File: config.mk
export PLATFORM = sky130hd
export DESIGN_NAME = db_mem_bank
export DESIGN_NICKNAME = d
export VERILOG_FILES = /design/src/rtl/db_mem_pkg.sv /design/src/rtl/db_mem_sad.sv /design/src/rtl/db_mem_bank.sv
export SDC_FILE = /design/constraint.sdc
export NUM_CORES = 2
export LEC_CHECK = 0
export ABC_AREA = 1
export CAP_MARGIN = 0
export CORE_MARGIN = 5
export CORE_UTILIZATION = 46
export DETAILED_ROUTE_END_ITERATION = 10
export GPL_ROUTABILITY_DRIVEN = 0
export HOLD_SLACK_MARGIN = 0.1
export MAX_ROUTING_LAYER = met4
export PLACE_DENSITY_LB_ADDON = 0.1
export SLEW_MARGIN = 20
export SYNTH_ARGS = -nofsm -noshare
export SYNTH_HDL_FRONTEND = slang
export SYNTH_SLANG_ARGS = --single-unit
export TNS_END_PERCENT = 30
File: constraint.sdc
create_clock -name clk -period 56.4 [get_ports clk]
set_input_delay 11.28 -clock clk [delete_from_list [all_inputs] [get_ports clk]]
set_output_delay 11.28 -clock clk [all_outputs]
set_load 0.1 [all_outputs]
File: src/rtl/db_mem_pkg.sv
// -----------------------------------------------------------------------------
// db_mem_pkg
// Shared definitions for the descriptor template store (db_mem_bank) and its
// optional SAD helper (db_mem_sad).
//   - default geometry (PIX_W_DEF, NUM_PIX_DEF, NUM_ENT_DEF)
//   - width helpers dbW / idxW / sadW
//   - load FSM state encoding
//   - DEFAULT_TEMPLATE: reference 36 x 8-bit template, pixel 0 in the MSBs
// -----------------------------------------------------------------------------
package db_mem_pkg;

  localparam int PIX_W_DEF   = 8;
  localparam int NUM_PIX_DEF = 36;
  localparam int NUM_ENT_DEF = 4;

  function automatic int dbW(input int pixW, input int numPix);
    return pixW * numPix;
  endfunction

  function automatic int idxW(input int numEnt);
    return (numEnt > 1) ? $clog2(numEnt) : 1;
  endfunction

  // Worst case is NUM_PIX * (2**PIX_W - 1); one spare bit keeps the
  // all-ones "no hit" marker distinct from any real sum.
  function automatic int sadW(input int pixW, input int numPix);
    return pixW + $clog2(numPix) + 1;
  endfunction

  typedef enum logic {IDLE, LOAD} loadState_t;

  localparam logic [NUM_PIX_DEF*PIX_W_DEF-1:0] DEFAULT_TEMPLATE = {
    {4{8'd95}}, {4{8'd0}}, {4{8'd95}}, {2{8'd159}}, {2{8'd255}},
    {4{8'd159}}, {2{8'd255}}, {2{8'd159}}, {4{8'd95}}, {4{8'd0}},
    {4{8'd95}}
  };

endpackage

File: src/rtl/db_mem_sad.sv
// -----------------------------------------------------------------------------
// db_mem_sad
// Purely combinational sum of absolute differences between a stored template
// and a search window, both NUM_PIX pixels of PIX_W unsigned bits.
// Only compiled when DB_MEM_BANK_SAD_EN is defined.
// Ports:
//   tmpl  in  DB_W   template vector, pixel 0 in the MSBs
//   win   in  DB_W   window vector, same packing
//   sad   out SAD_W  sum over pixels of |tmpl - win|
// -----------------------------------------------------------------------------
`ifdef DB_MEM_BANK_SAD_EN
module db_mem_sad
  import db_mem_pkg::*;
#(
  parameter int PIX_W   = PIX_W_DEF,
  parameter int NUM_PIX = NUM_PIX_DEF,
  localparam int DB_W   = dbW(PIX_W, NUM_PIX),
  localparam int SAD_W  = sadW(PIX_W, NUM_PIX)
)(
  input  logic [DB_W-1:0]  tmpl,
  input  logic [DB_W-1:0]  win,
  output logic [SAD_W-1:0] sad
);

  function automatic logic [PIX_W-1:0] absDiff(input logic [PIX_W-1:0] a,
                                               input logic [PIX_W-1:0] b);
    return (a >= b) ? (a - b) : (b - a);
  endfunction

  always_comb begin
    sad = '0;
    for (int i = 0; i < NUM_PIX; i++) begin
      sad = sad + SAD_W'(absDiff(tmpl[DB_W-1-i*PIX_W -: PIX_W],
                                 win[DB_W-1-i*PIX_W -: PIX_W]));
    end
  end

endmodule
`endif

File: src/rtl/db_mem_bank.sv
// -----------------------------------------------------------------------------
// db_mem_bank
// Store of NUM_ENT descriptor templates (NUM_PIX pixels x PIX_W bits each).
// Templates are streamed in one pixel per cycle into a staging buffer and
// committed to their entry atomically on the last pixel, so a reader never
// sees a half-written template. Reads return a full vector one cycle later.
// Optional feature macro: DB_MEM_BANK_SAD_EN (adds win_in / rd_sad).
// Ports:
//   clk, reset            clock, async active-high reset
//   wr_start, wr_idx      begin a load into entry wr_idx (ignored while busy)
//   wr_en, wr_pix         pixel strobe / data, first pixel -> MSB slot
//   wr_busy, wr_done      load in progress / one-cycle commit-done pulse
//   rd_req, rd_idx        read request / entry index
//   rd_valid, rd_hit      response strobe / entry held a committed template
//   rd_data               template, pixel 0 in [DB_W-1 -: PIX_W]
//   ent_valid             per-entry committed flags
//   win_in, rd_sad        (SAD build) window vector / registered SAD
// -----------------------------------------------------------------------------
module db_mem_bank
  import db_mem_pkg::*;
#(
  parameter int PIX_W   = PIX_W_DEF,
  parameter int NUM_PIX = NUM_PIX_DEF,
  parameter int NUM_ENT = NUM_ENT_DEF,
  localparam int DB_W   = dbW(PIX_W, NUM_PIX),
  localparam int IDX_W  = idxW(NUM_ENT)
`ifdef DB_MEM_BANK_SAD_EN
  ,
  localparam int SAD_W  = sadW(PIX_W, NUM_PIX)
`endif
)(
  input  logic               clk,
  input  logic               reset,
  input  logic               wr_start,
  input  logic [IDX_W-1:0]   wr_idx,
  input  logic               wr_en,
  input  logic [PIX_W-1:0]   wr_pix,
  output logic               wr_busy,
  output logic               wr_done,
  input  logic               rd_req,
  input  logic [IDX_W-1:0]   rd_idx,
  output logic               rd_valid,
  output logic               rd_hit,
  output logic [DB_W-1:0]    rd_data,
  output logic [NUM_ENT-1:0] ent_valid
`ifdef DB_MEM_BANK_SAD_EN
  ,
  input  logic [DB_W-1:0]    win_in,
  output logic [SAD_W-1:0]   rd_sad
`endif
);

  localparam int CNT_W = (NUM_PIX > 1) ? $clog2(NUM_PIX) : 1;
  localparam logic [CNT_W-1:0] LAST_PIX = CNT_W'(NUM_PIX - 1);

  loadState_t         state;
  loadState_t         stateNext;
  logic [IDX_W-1:0]   ldIdx;
  logic [CNT_W-1:0]   pixCnt;
  logic               startAcc;
  logic               pixWe;
  logic               commit;

  logic [PIX_W-1:0]   stage [NUM_PIX];
  logic [DB_W-1:0]    commitVec;
  logic [DB_W-1:0]    mem [NUM_ENT];
  logic [NUM_ENT-1:0] entValid;

  logic               rdInRange_p0;
  logic [IDX_W-1:0]   rdSafe_p0;
  logic               rdHit_p0;

  // ---------------------------------------------------------------- load FSM
  always_ff @(posedge clk or posedge reset) begin
    if (reset) begin
      state   <= IDLE;
      ldIdx   <= '0;
      pixCnt  <= '0;
      wr_done <= 1'b0;
    end else begin
      state   <= stateNext;
      wr_done <= commit;
      if (startAcc) begin
        ldIdx  <= wr_idx;
        pixCnt <= '0;
      end else if (pixWe) begin
        pixCnt <= pixCnt + CNT_W'(1);
      end
    end
  end

  always_comb begin
    stateNext = state;
    startAcc  = 1'b0;
    pixWe     = 1'b0;
    commit    = 1'b0;
    case (state)
      IDLE: begin
        if (wr_start) begin
          startAcc  = 1'b1;
          stateNext = LOAD;
        end
      end
      LOAD: begin
        if (wr_en) begin
          pixWe = 1'b1;
          if (pixCnt == LAST_PIX) begin
            commit    = 1'b1;
            stateNext = IDLE;
          end
        end
      end
      default: stateNext = IDLE;
    endcase
  end

  assign wr_busy = (state == LOAD);

  // ------------------------------------------------------- staging / commit
  always_ff @(posedge clk or posedge reset) begin
    if (reset) begin
      for (int i = 0; i < NUM_PIX; i++) stage[i] <= '0;
    end else if (pixWe) begin
      stage[pixCnt] <= wr_pix;
    end
  end

  // The last pixel bypasses the staging buffer so the commit happens on the
  // same cycle it arrives.
  always_comb begin
    commitVec = '0;
    for (int i = 0; i < NUM_PIX - 1; i++) begin
      commitVec[DB_W-1-i*PIX_W -: PIX_W] = stage[i];
    end
    commitVec[PIX_W-1:0] = wr_pix;
  end

  always_ff @(posedge clk or posedge reset) begin
    if (reset) begin
      for (int e = 0; e < NUM_ENT; e++) mem[e] <= '0;
      entValid <= '0;
    end else if (commit && (int'(ldIdx) < NUM_ENT)) begin
      mem[ldIdx]      <= commitVec;
      entValid[ldIdx] <= 1'b1;
    end
  end

  assign ent_valid = entValid;

  // --------------------------------------------- read: request (p0) -> resp
  // Response registers sample mem/entValid before any same-edge commit lands,
  // so a read racing a commit returns the old template.
  assign rdInRange_p0 = (int'(rd_idx) < NUM_ENT);
  assign rdSafe_p0    = rdInRange_p0 ? rd_idx : '0;
  assign rdHit_p0     = rdInRange_p0 && entValid[rdSafe_p0];

  always_ff @(posedge clk or posedge reset) begin
    if (reset) begin
      rd_valid <= 1'b0;
      rd_hit   <= 1'b0;
      rd_data  <= '0;
    end else begin
      rd_valid <= rd_req;
      if (rd_req) begin
        rd_hit  <= rdHit_p0;
        rd_data <= rdHit_p0 ? mem[rdSafe_p0] : '0;
      end
    end
  end

`ifdef DB_MEM_BANK_SAD_EN
  logic [SAD_W-1:0] sad_p0;

  db_mem_sad #(
    .PIX_W   (PIX_W),
    .NUM_PIX (NUM_PIX)
  ) uSad (
    .tmpl (mem[rdSafe_p0]),
    .win  (win_in),
    .sad  (sad_p0)
  );

  always_ff @(posedge clk or posedge reset) begin
    if (reset) begin
      rd_sad <= '1;
    end else if (rd_req) begin
      rd_sad <= rdHit_p0 ? sad_p0 : '1;
    end
  end
`endif

endmodule

==> out/results.ini <==
[yosys]
yosysUniqueCellTypes = 28
syn_area_um2 = 77600
synth-seq-cells = 1736
synthArstFlopShare_pct = 100
synth_cells = 9664
syn_nets = 9682
synth_edf_count = 0
syn_avg_cell_area_um2 = 8.03
yosysSeqAreaShare_pct = 56.0
ys_warn_count = 0
ys.flop_type = dfrtp_1

[pwr]
cellPowerDensity_nw_per_um2 = 38.1
p_switching_mw = 1.03
power_frac_clock_pct = 37.6
power_frac_seq_pct = 44.2
internal_power_mw = 2.29
power.share.combinational_pct = 18.2
swShare_pct = 31.0
p_leak_nw = 43.0
worst_ir_drop_vdd_mv = 0.0323

[clock_tree]
clock_latency_ps = 820
clockBufferDepth = 3
path_clk_slew_ps = 50
cts.sink_count = 1736
cts-root-buf = clkbuf_16
hold_buffers = 0
htreeDepth = 4
ctsResizeCount = 0
cts_setup_buffers = 0
cts_tree = yes
cts_made_buffers = 188

[floorplanning]
die_area_um2 = 177000
die_y_um = 421
rows = 150
ios = 313
die_w_um = 421
start_util_pct = 46.3
coreArea_um2 = 167000

[sta]
setup_viol = 0
final.setup_skew_ps = 22.8
timing.hold.ws_ps = 475
setup-tns-final_ps = 0
fmax_mhz = 61.1
finalCritPeriodShare_pct = 29.0
hold_viol = 0
timing.slew.headroom_pct = 23.0
rsz0062_at_grt = no
maxSlewViolCount = 0
finalCriticalPeriod_ps = 16360
worst_pin_slew_ps = 1150

[place]
portBuffers = 312
placed_area_um2 = 80800
dpl.cell_count = 11700
dp_hpwl_mm = 112

[setup_path]
cp_top_family = buffers and inverters
crit_start = reset
worstPathArrival_ps = 17150
crit_path_start_kind = primary input
critical_path_class = in -> async
path_cells = clkdlybuf4s50_1 -> clkinvlp_4 -> buf_12 -> buf_4 -> buf_4 -> buf_4 -> buf_4 -> buf_4
rrSetupSlack_ps = 52020
path_buf_inv = 8
path_common_cell = buf_4
r2r_start = pixCnt[0]$_DFFE_PP0P_
critPathSlowestCell = buf_4
cp-end-kind = async pin
path_max_fanout = 170
critPathMaxStageDelay_ps = 870
critical_path_required_ps = 57180

[cells_and_area]
final_cells = 12000
most-common-layout-cells = nand2_1, dfrtp_1, inv_1, o21ai_0, nand3_1
syn2layout_area_growth_pct = 12.3
nNetsFinal = 9657
layout_commonest_cell = nand2_1
drive_gt1_share_pct = 4.45
post-route-cell-area_um2 = 87100

[grt]
grt_pass1_vias = 57800
grt_start_max_net_pins = 228
grt_pass1_wl_mm = 332
grt_remaining_overflow = 0
track_usage_pct = 24.4
antenna_found_initial = 1

[detailed_routing]
drt_iter0_drc = 4777
routed_wl_mm = 208
wl_per_cell_um = 17.3
final_antenna_net_count = 0
via_per_inst = 4.97
drtPass1Iterations = 7
routed-via-count = 59500
drc_errors = 0

[worst_hold_path]
min_from = commitVec[165]$_DFFE_PP0P_
hp-class = reg -> reg

[run_status]
status = completed

[job]
maxCapViolCount = 0

## synthesized netlist by cell type (21+ instances only)
master,n,share of area (%)
buf_2,173,1.1
o21ai_1,115,0.74
nor2_4,21,0.30
buf_1,53,0.26
dfrtp_1,1736,56
inv_1,1456,7.0
clkbuf_1,190,0.92
nand2_1,3482,17
o21ai_0,1310,8.5
buf_4,109,1.1
buf_6,60,0.87
nand3_1,875,5.6
## registers in the layout (all words and copies together), names as in the netlist, 2 cells and up
signal,cells
commitVec,280
ent_valid,4
ldIdx,2
mem,1152
pixCnt,6
rd_data,288
## worst paths after layout
kind	end	cells after the start
max reg2reg	mem[696]$_DFFE_PP0P_	8
min in group asynchronous	rd_data[47]$_DFFE_PP0P_	2
max in group clk	mem[696]$_DFFE_PP0P_	8
max	rd_data[132]$_DFFE_PP0P_	8
min	commitVec[165]$_DFFE_PP0P_	2
min reg2reg	commitVec[165]$_DFFE_PP0P_	2
## power groups by stage
stage          combinational (mW)  clock [mW]  sequential, mW
6_report                    0.606        1.25            1.47
5_1_grt                     0.680        1.33            1.49
4_1_cts                     0.615        1.28            1.47
3_5_place_dp                0.612           0            1.49
3_3_place_gp                0.603           0            1.49
2_1_floorplan               0.308           0            1.63
## tightest hold or removal path, cell delays in order (launching register included)
cell and delay (ps):
dfrtp_1 340, nand2_1 50, nand2_1 50
## stage by stage
stage | util, % | setup slack (ps) | power (mW)
after floorplan | - | 21050 | 1.94
after global placement | 48.3 | 39060 | 2.09
final | 52.1 | 40040 | 3.32
after detailed placement | 48.3 | 39000 | 2.10
after global routing | 52.0 | 39080 | 3.50
after CTS | 52.0 | 39890 | 3.36
## cell type report
type / count / area (um2)
Clock buffer: 289 / 5650
Antenna cell: 1 / 2.50
Timing Repair Buffer: 389 / 3860
Clock inverter: 49 / 626
Multi-Input combinational cell: 5862 / 25300
Fill cell: 16100 / 80300
Sequential cell: 1736 / 43400
Tap cell: 2204 / 2760
Inverter: 1462 / 5520
## kinds of logic after synthesis
group	synth area share, %
buffers and inverters	11.4
adders and majority gates	0.0161
xor gates and xnor gates	0.0113
AOI/OAI and AO/OA	9.23
and+or+nand+nor	23.3
DFF	56.0
## metal layers
layer / wire [um] / global-route usage [%] / vias to the layer above / share of wire [%]
met4: 5670 / 6.94 / 0 / 2.7
met5: 0 / - / - / 0
met3: 8770 / 3.26 / 279 / 4.2
met2: 97000 / 38.8 / 1207 / 47
met1: 96100 / 33.0 / 28500 / 46
li1: - / - / 29600 / -
Power figures use the tool's default switching activity.
